### src/rtl/hazard_scoreboard.sv
// Producer-side hazard scoreboard sitting at ID/EX.
// Each architectural register (x1..x31) has a down-counter holding the number
// of cycles until its pending result becomes forwardable. The instruction in
// ID is held back while any source it reads is still pending, while its
// destination would be overwritten out of order by an older slow producer, or
// while the single MUL/DIV unit is occupied.
module hazard_scoreboard #(
  parameter int LOAD_LAT = 1,
  parameter int LONG_LAT = 4,
  parameter int CNT_W    = 3
) (
  input  logic       clk_i,
  input  logic       rst_i,
  input  logic [4:0] ID_RS1addr_i,
  input  logic [4:0] ID_RS2addr_i,
  input  logic       ID_RS1use_i,
  input  logic       ID_RS2use_i,
  input  logic [4:0] ID_RDaddr_i,
  input  logic       ID_RegWrite_i,
  input  logic       ID_MemRead_i,
  input  logic       ID_Long_i,
  input  logic       ID_valid_i,
  input  logic       flush_i,
  output logic       stall_o,
  output logic       bubble_o,
  output logic       issue_o,
  output logic       long_busy_o
);

  localparam logic [CNT_W-1:0] LOAD_LAT_C = CNT_W'(LOAD_LAT);
  localparam logic [CNT_W-1:0] LONG_LAT_C = CNT_W'(LONG_LAT);
  localparam logic [CNT_W-1:0] CNT_ZERO   = '0;

  // x0 is hard-wired zero, so it never gets a counter.
  logic [CNT_W-1:0] cnt [1:31];
  logic [CNT_W-1:0] long_cnt;

  logic [CNT_W-1:0] rs1_cnt;
  logic [CNT_W-1:0] rs2_cnt;
  logic [CNT_W-1:0] rd_cnt;
  logic [CNT_W-1:0] lat_new;
  logic             raw_hz;
  logic             waw_hz;
  logic             struct_hz;
  logic             hz;

  // Counter step that stops at zero instead of wrapping.
  function automatic logic [CNT_W-1:0] dec_sat(input logic [CNT_W-1:0] v);
    return (v == CNT_ZERO) ? CNT_ZERO : v - CNT_W'(1);
  endfunction

  // Read a register's pending count; x0 always reads as not pending.
  function automatic logic [CNT_W-1:0] pending(input logic [4:0] addr,
                                               input logic [CNT_W-1:0] tbl [1:31]);
    logic [CNT_W-1:0] v;
    v = CNT_ZERO;
    for (int i = 1; i < 32; i++) begin
      if (addr == 5'(i)) v = tbl[i];
    end
    return v;
  endfunction

  // Hazard detection and pipeline control, purely combinational from state.
  always_comb begin
    rs1_cnt = pending(ID_RS1addr_i, cnt);
    rs2_cnt = pending(ID_RS2addr_i, cnt);
    rd_cnt  = pending(ID_RDaddr_i, cnt);

    if (ID_Long_i)         lat_new = LONG_LAT_C;
    else if (ID_MemRead_i) lat_new = LOAD_LAT_C;
    else                   lat_new = CNT_ZERO;

    raw_hz = (ID_RS1use_i && (ID_RS1addr_i != 5'd0) && (rs1_cnt != CNT_ZERO)) ||
             (ID_RS2use_i && (ID_RS2addr_i != 5'd0) && (rs2_cnt != CNT_ZERO));
    // A newer, faster producer must not land before an older, slower one.
    waw_hz    = ID_RegWrite_i && (ID_RDaddr_i != 5'd0) && (rd_cnt > lat_new);
    struct_hz = ID_Long_i && (long_cnt != CNT_ZERO);

    hz          = ID_valid_i && !flush_i && (raw_hz || waw_hz || struct_hz);
    stall_o     = hz;
    bubble_o    = hz || flush_i;
    issue_o     = ID_valid_i && !flush_i && !hz;
    long_busy_o = (long_cnt != CNT_ZERO);
  end

  // Age all pending entries each cycle; an issuing writer reloads its entry.
  always_ff @(posedge clk_i or negedge rst_i) begin
    if (!rst_i) begin
      for (int i = 1; i < 32; i++) cnt[i] <= CNT_ZERO;
      long_cnt <= CNT_ZERO;
    end else begin
      for (int i = 1; i < 32; i++) begin
        if (issue_o && ID_RegWrite_i && (ID_RDaddr_i == 5'(i)))
          cnt[i] <= lat_new;
        else
          cnt[i] <= dec_sat(cnt[i]);
      end
      if (issue_o && ID_Long_i) long_cnt <= LONG_LAT_C;
      else                      long_cnt <= dec_sat(long_cnt);
    end
  end

endmodule
### config.mk
export PLATFORM = sky130hd
export DESIGN_NAME = hazard_scoreboard
export DESIGN_NICKNAME = d
export VERILOG_FILES = /design/src/rtl/hazard_scoreboard.sv
export SDC_FILE = /design/constraint.sdc
export NUM_CORES = 1
export LEC_CHECK = 0
export ABC_AREA = 1
export ABC_CLOCK_PERIOD_IN_PS = 9450
export BUFFER_PORTS_ARGS = -buffer_cell sky130_fd_sc_hd__buf_4
export CORE_MARGIN = 4
export CORE_UTILIZATION = 53
export CTS_CLUSTER_DIAMETER = 30
export CTS_CLUSTER_SIZE = 25
export DETAILED_ROUTE_END_ITERATION = 10
export HOLD_SLACK_MARGIN = 0.03
export PLACE_DENSITY = 0.69
export SLEW_MARGIN = 40
export SYNTH_ARGS = -nofsm -noshare
export SYNTH_HDL_FRONTEND = slang
export SYNTH_SLANG_ARGS = --single-unit
### constraint.sdc
create_clock -name clk_i -period 9.45 [get_ports clk_i]
set_input_delay 0.4725 -clock clk_i [delete_from_list [all_inputs] [get_ports clk_i]]
set_output_delay 0.4725 -clock clk_i [all_outputs]
set_load 0.02 [all_outputs]
# Yosys cells after proc, flatten, opt, wreduce, memory -nomap -nowiden
# Cells that the tools add are included.
# op_classes
bitwise	0
add_sub_neg	32
n_mux	159
n_eq_ne	93
n_div	0
shifts	0
mul	0
reduce_logical	87
n_lt_le_gt_ge	1
# op_table
cell	n
$mux W3	158
$eq A5 B5 Y1 const B	48
$eq A5 B4 Y1 const B	24
$logic_not A3 Y1	32
$sub A3 B1 Y3 const B	32
$eq A5 B3 Y1 const B	12
$logic_and A1 B1 Y1	43
$eq A5 B2 Y1 const B	6
$eq A5 B1 Y1 const B	3
$reduce_bool A5 Y1	3
$reduce_bool A3 Y1	3
$logic_or A1 B1 Y1	4
$gt A3 B3 Y1	1
$logic_not A1 Y1	2
$mux W1	1
# totals
output_inout_bits	4
memories	0
mem_bits_ro	0
input_bits	24
wordCells	404
reg_bits	96
latch_bits	0
ram_bits	0

# Logic depth before layout (Yosys ltp)
# depth
depth_word	43
mapped_depth	36
ltp_nobuf	35

# Least setup slack after synthesis
# OpenSTA, ideal clock, no wires.
# synth_path
kind	input -> output
start	input port ID_RDaddr_i[3]
end	output port issue_o
path_slack_ns	5.372
t_arrival_ns	3.605
t_required_ns	8.977
cell_stages	29
n_path_buf	1
path_cell_list	nor2_1 -> nand2_1 -> nor2_1 -> nand2_1 -> o21ai_0 -> nand3_1 -> o22ai_1 -> a32o_1 -> o211ai_1 -> a211oi_1 -> nand3_1 -> o21ai_0 -> nand4_1 -> nor2_1 -> nand2_1 -> nand2_1 -> nand3_1 -> nand2_1 -> nand4_1 -> ha_1 -> nand2_1 -> o21ai_0 -> o21ai_0 -> inv_1 -> nand3_1 -> nand2_1 -> nand4_2 -> nor2_4 -> buf_2
# synth_via
elab_chain_len	39
elab_cells_between_ends	71
cone_classes	order compare (1); eq/ne (31); mux (31); reduce/logical (8)
# synth_rtl
item	line_no	text
from (decl)	18	input logic [4:0] ID_RDaddr_i,
$eq A5 B1 Y1	58	if (addr == 5'(i)) v = tbl[i];
$mux W3 (31 in a row)	58	
$gt A3 B3 Y1	76	waw_hz = ID_RegWrite_i && (ID_RDaddr_i != 5'd0) && (rd_cnt > lat_new);
$logic_and A1 B1 Y1 *	76	
$logic_or A1 B1 Y1 * (2 in a row)	79	hz = ID_valid_i && !flush_i && (raw_hz || waw_hz || struct_hz);
$logic_and A1 B1 Y1 *	79	
$logic_not A1 Y1 *	82	issue_o = ID_valid_i && !flush_i && !hz;
$logic_and A1 B1 Y1 *	82	
to (decl)	26	output logic issue_o,
# Every way passes the cells marked *; elsewhere a longest branch is shown, timed or not.

# Final worst setup path
# Same ends and word-level chain as after synthesis.

==> metrics.md <==
| Metric | Value |
|---|---|
| Synth Area in Simple Gates | `0.4147` |
| Post-Synthesis Cells | `1398` |
| I/O pins | `28` |
| Sw Share | `0.3389` |
| GR Overflow Total | `0` |
| Reg2reg end | `cnt[75]$_DFF_PN0_` |
| TritonCTS clock tree | `done` |
| Rel. slew slack | `0.4784` |
| Tmin final | `6.343 ns` |
| Post-synthesis register bit count | `96` |
| IO buf count | `27` |
| Worst reg2reg path depth | `30` |
| Die height | `135.0 µm` |
| DR vias | `9078` |
| Initial Util | `0.5397` |
| Most frequent CP cell | `nand2_1` |
| Clock skew | `0.008930 ns` |
| Status | `complete, no violations` |
| TNS Setup | `0 ns` |
| Critical path's largest stage delay | `0.65 ns` |
| Drt first-iter violations | `920` |
| Routability cong. | `1.055` |
| Post-synthesis mux area share | `0` |
| Vias in the first global route | `8326` |
| Chip width | `135.0 µm` |
| Synth Area in Adders | `0.09667` |
| Ys flop type | `dfrtp_1` |
| DRC Markers | `0` |
| Die area | `18210 µm²` |
| CTS Hold Bufs | `0` |
| Pins Over Slew Limit | `0` |
| Maximum fanout along the worst path | `63` |
| RSZ-0062 raised after global routing | `false` |
| Area delta synth->final | `7.500%` |
| Setup repair bufs after CTS | `0` |
| Routed vias/inst | `5.597` |
| Synth Area in Compound Gates | `0.07763` |
| Antenna-violating nets left | `0` |
| Final Hold Fails | `0` |
| DR WL/cell | `17.05 µm` |
| CTS Buf Count | `9` |
| Largest net degree at the start of global routing | `95` |
| Cell area after synthesis | `8542 µm²` |
| Post-synth cell types | `38` |
| R2r setup slk | `4.12 ns` |
| Syn nets | `1488` |
| Global-route wire length before repair | `44280 µm` |
| WP data arrival | `5.87 ns` |
| Fmax | `0.1577 GHz` |
| Seq/Total Area, Yosys | `0.2812` |
| DP HPWL | `21220 µm` |
| Clock share of power | `0.373` |
| GRT Total Usage | `0.3099` |
| Hold WC Path Type | `in2async` |
| Critical Path Sink Type | `output port` |
| Net switching power | `0.3875 mW` |
| H-tree Lvls | `3` |
| Power per cell area | `124.5 nW/µm²` |
| Post-Syn Area per Cell | `6.110 µm²` |
| Part of the power in combinational logic | `0.216` |
| CTS clk-pin slew, worst paths | `0.07 ns` |
| WP data required | `8.98 ns` |
| Yosys warning total | `0` |
| Maximum VDD drop | `0.1297 mV` |
| Final setup violation count | `0` |
| Final worst slack | `3.107 ns` |
| Startpoint of the worst-slack reg-to-reg timing path | `cnt[92]$_DFF_PN0_` |
| Initial antenna violation count | `0` |
| Std-Cell Core Area | `15830 µm²` |
| Int Pwr | `0.7559 mW` |
| # diodes | `0` |
| Post-synthesis xor/xnor area fraction | `0` |
| Clk Latency, worst-skew pair | `0.36 ns` |
| CTS root buffer | `clkbuf_16` |
| Worst Tran Pin Value | `0.7794 ns` |
| Layout cell share with drive strength beyond 1 | `0.04410` |
| Final wirelength | `27660 µm` |
| Clock sink total | `96` |
| Reg power frac | `0.412` |
| Crit share post-route | `0.6712` |
| Cts repair resizes | `0` |
| Critical path launch point type | `input pin` |
| EDFF count, synth | `0` |
| Post-Place Worst Slack | `3.221 ns` |
| Largest family of logic cells by synthesized area | `simple AND/OR/NAND/NOR gates` |
| Row count | `46` |
| Clock buffer depth | `2` |
| Asr flop ratio synth | `1.000` |
| Leak | `5.069 nW` |
| WS Path Type | `in2out` |
| Slowest cell on crit path | `buf_4` |
| Max-cap violations | `0` |
| Fin nets | `1491` |
| Drt first pass iters | `6` |
[worst max-delay path by stage]
stage | start | endpoint | slack (ns) | cells after the start
2_1_floorplan | ID_RDaddr_i[3] | issue_o | 5.37 | 29
3_3_place_gp | ID_RDaddr_i[3] | issue_o | 3.55 | 31
3_5_place_dp | ID_RDaddr_i[3] | issue_o | 3.22 | 31
4_1_cts | ID_RDaddr_i[3] | issue_o | 3.21 | 31
5_1_grt | ID_RDaddr_i[3] | issue_o | 2.57 | 31
6_report | ID_RDaddr_i[3] | issue_o | 3.11 | 31
[per-layer routing]
layer,up-vias,global-route usage,share of wire
met4,0,0.1204,0.036
met2,355,0.4800,0.44
li1,4402,-,-
met3,67,0.03726,0.065
met5,-,0,0
met1,4254,0.4441,0.46
[layout by cell type (no fill, tap or decap), types with 2 or more instances in the layout]
cell type	n
inv_6	2
nor2_1	165
buf_4	29
nor2_2	5
inv_1	235
o21ai_0	66
o21ai_1	3
a21oi_1	30
nor3_2	2
o22ai_1	9
clkbuf_8	2
nand4_1	100
dfrtp_1	96
nand2_1	466
bufinv_16	2
ha_1	66
nor3_1	12
inv_2	6
a31oi_1	2
clkbuf_16	9
o21bai_1	2
nand3_1	79
[metrics by stage]
stage / total power, mW / hold slack, ns / cells / util / area, µm²
floorplan: 0.6372 / 0.1769 / 1398 / - / 8542
global placement: 0.7162 / 0.4455 / 1606 / 0.5585 / 8840
detailed placement: 0.7206 / 0.4426 / 1606 / 0.5587 / 8843
CTS: 1.147 / 0.1117 / 1622 / 0.5802 / 9183
global route: 1.200 / 0.1389 / 1622 / 0.5802 / 9183
finish: 1.143 / 0.08977 / 1622 / 0.5802 / 9183
[critical path, delay by kind of cell]
kind            cells  cell delay, ns
compound gates      8            1.24
buf+inv             4            1.08
simple gates       18            2.70
fa+ha+maj           1            0.31
[registers in the layout, indices dropped and copies added (netlist names)]
register	count
cnt	93
long_cnt	3
[synthesized netlist by cell type, drive strengths merged (14+ instances only)]
cell	n	area [µm²]
clkbuf	14	52.55
nor2	171	659.4
ha	66	825.8
inv	241	904.6
buf	24	147.6
nor3	14	80.08
nand4	101	638.1
nand3	79	395.4
dfrtp	96	2402
o21ai	69	345.3
nand2	466	1749
a21oi	30	150.1
[cells by family after synthesis]
family | Yosys count
adders and majority gates | 66
AOI/OAI and AO/OA | 122
and+or+nand+nor | 834
buffers and inverters | 280
DFF | 96
[power by group through the flow]
stage	combinational (mW)	clock, mW	sequential [mW]
after floorplan	0.170	0	0.467
after global placement	0.238	0	0.478
after detailed placement	0.243	0	0.477
after CTS	0.245	0.433	0.470
after global routing	0.279	0.445	0.476
final	0.247	0.426	0.471
[cell type report]
class / count / area (µm²)
clock buffers: 11 / 252.7
clock inverters: 5 / 86.33
fillers: 1622 / 6645
inverters: 242 / 908.4
multi-input cells: 1022 / 5034
flip-flops and latches: 96 / 2402
well taps: 216 / 270.3
repair buffers: 30 / 229.0
Note: power is estimated with default switching activity, not from simulation.
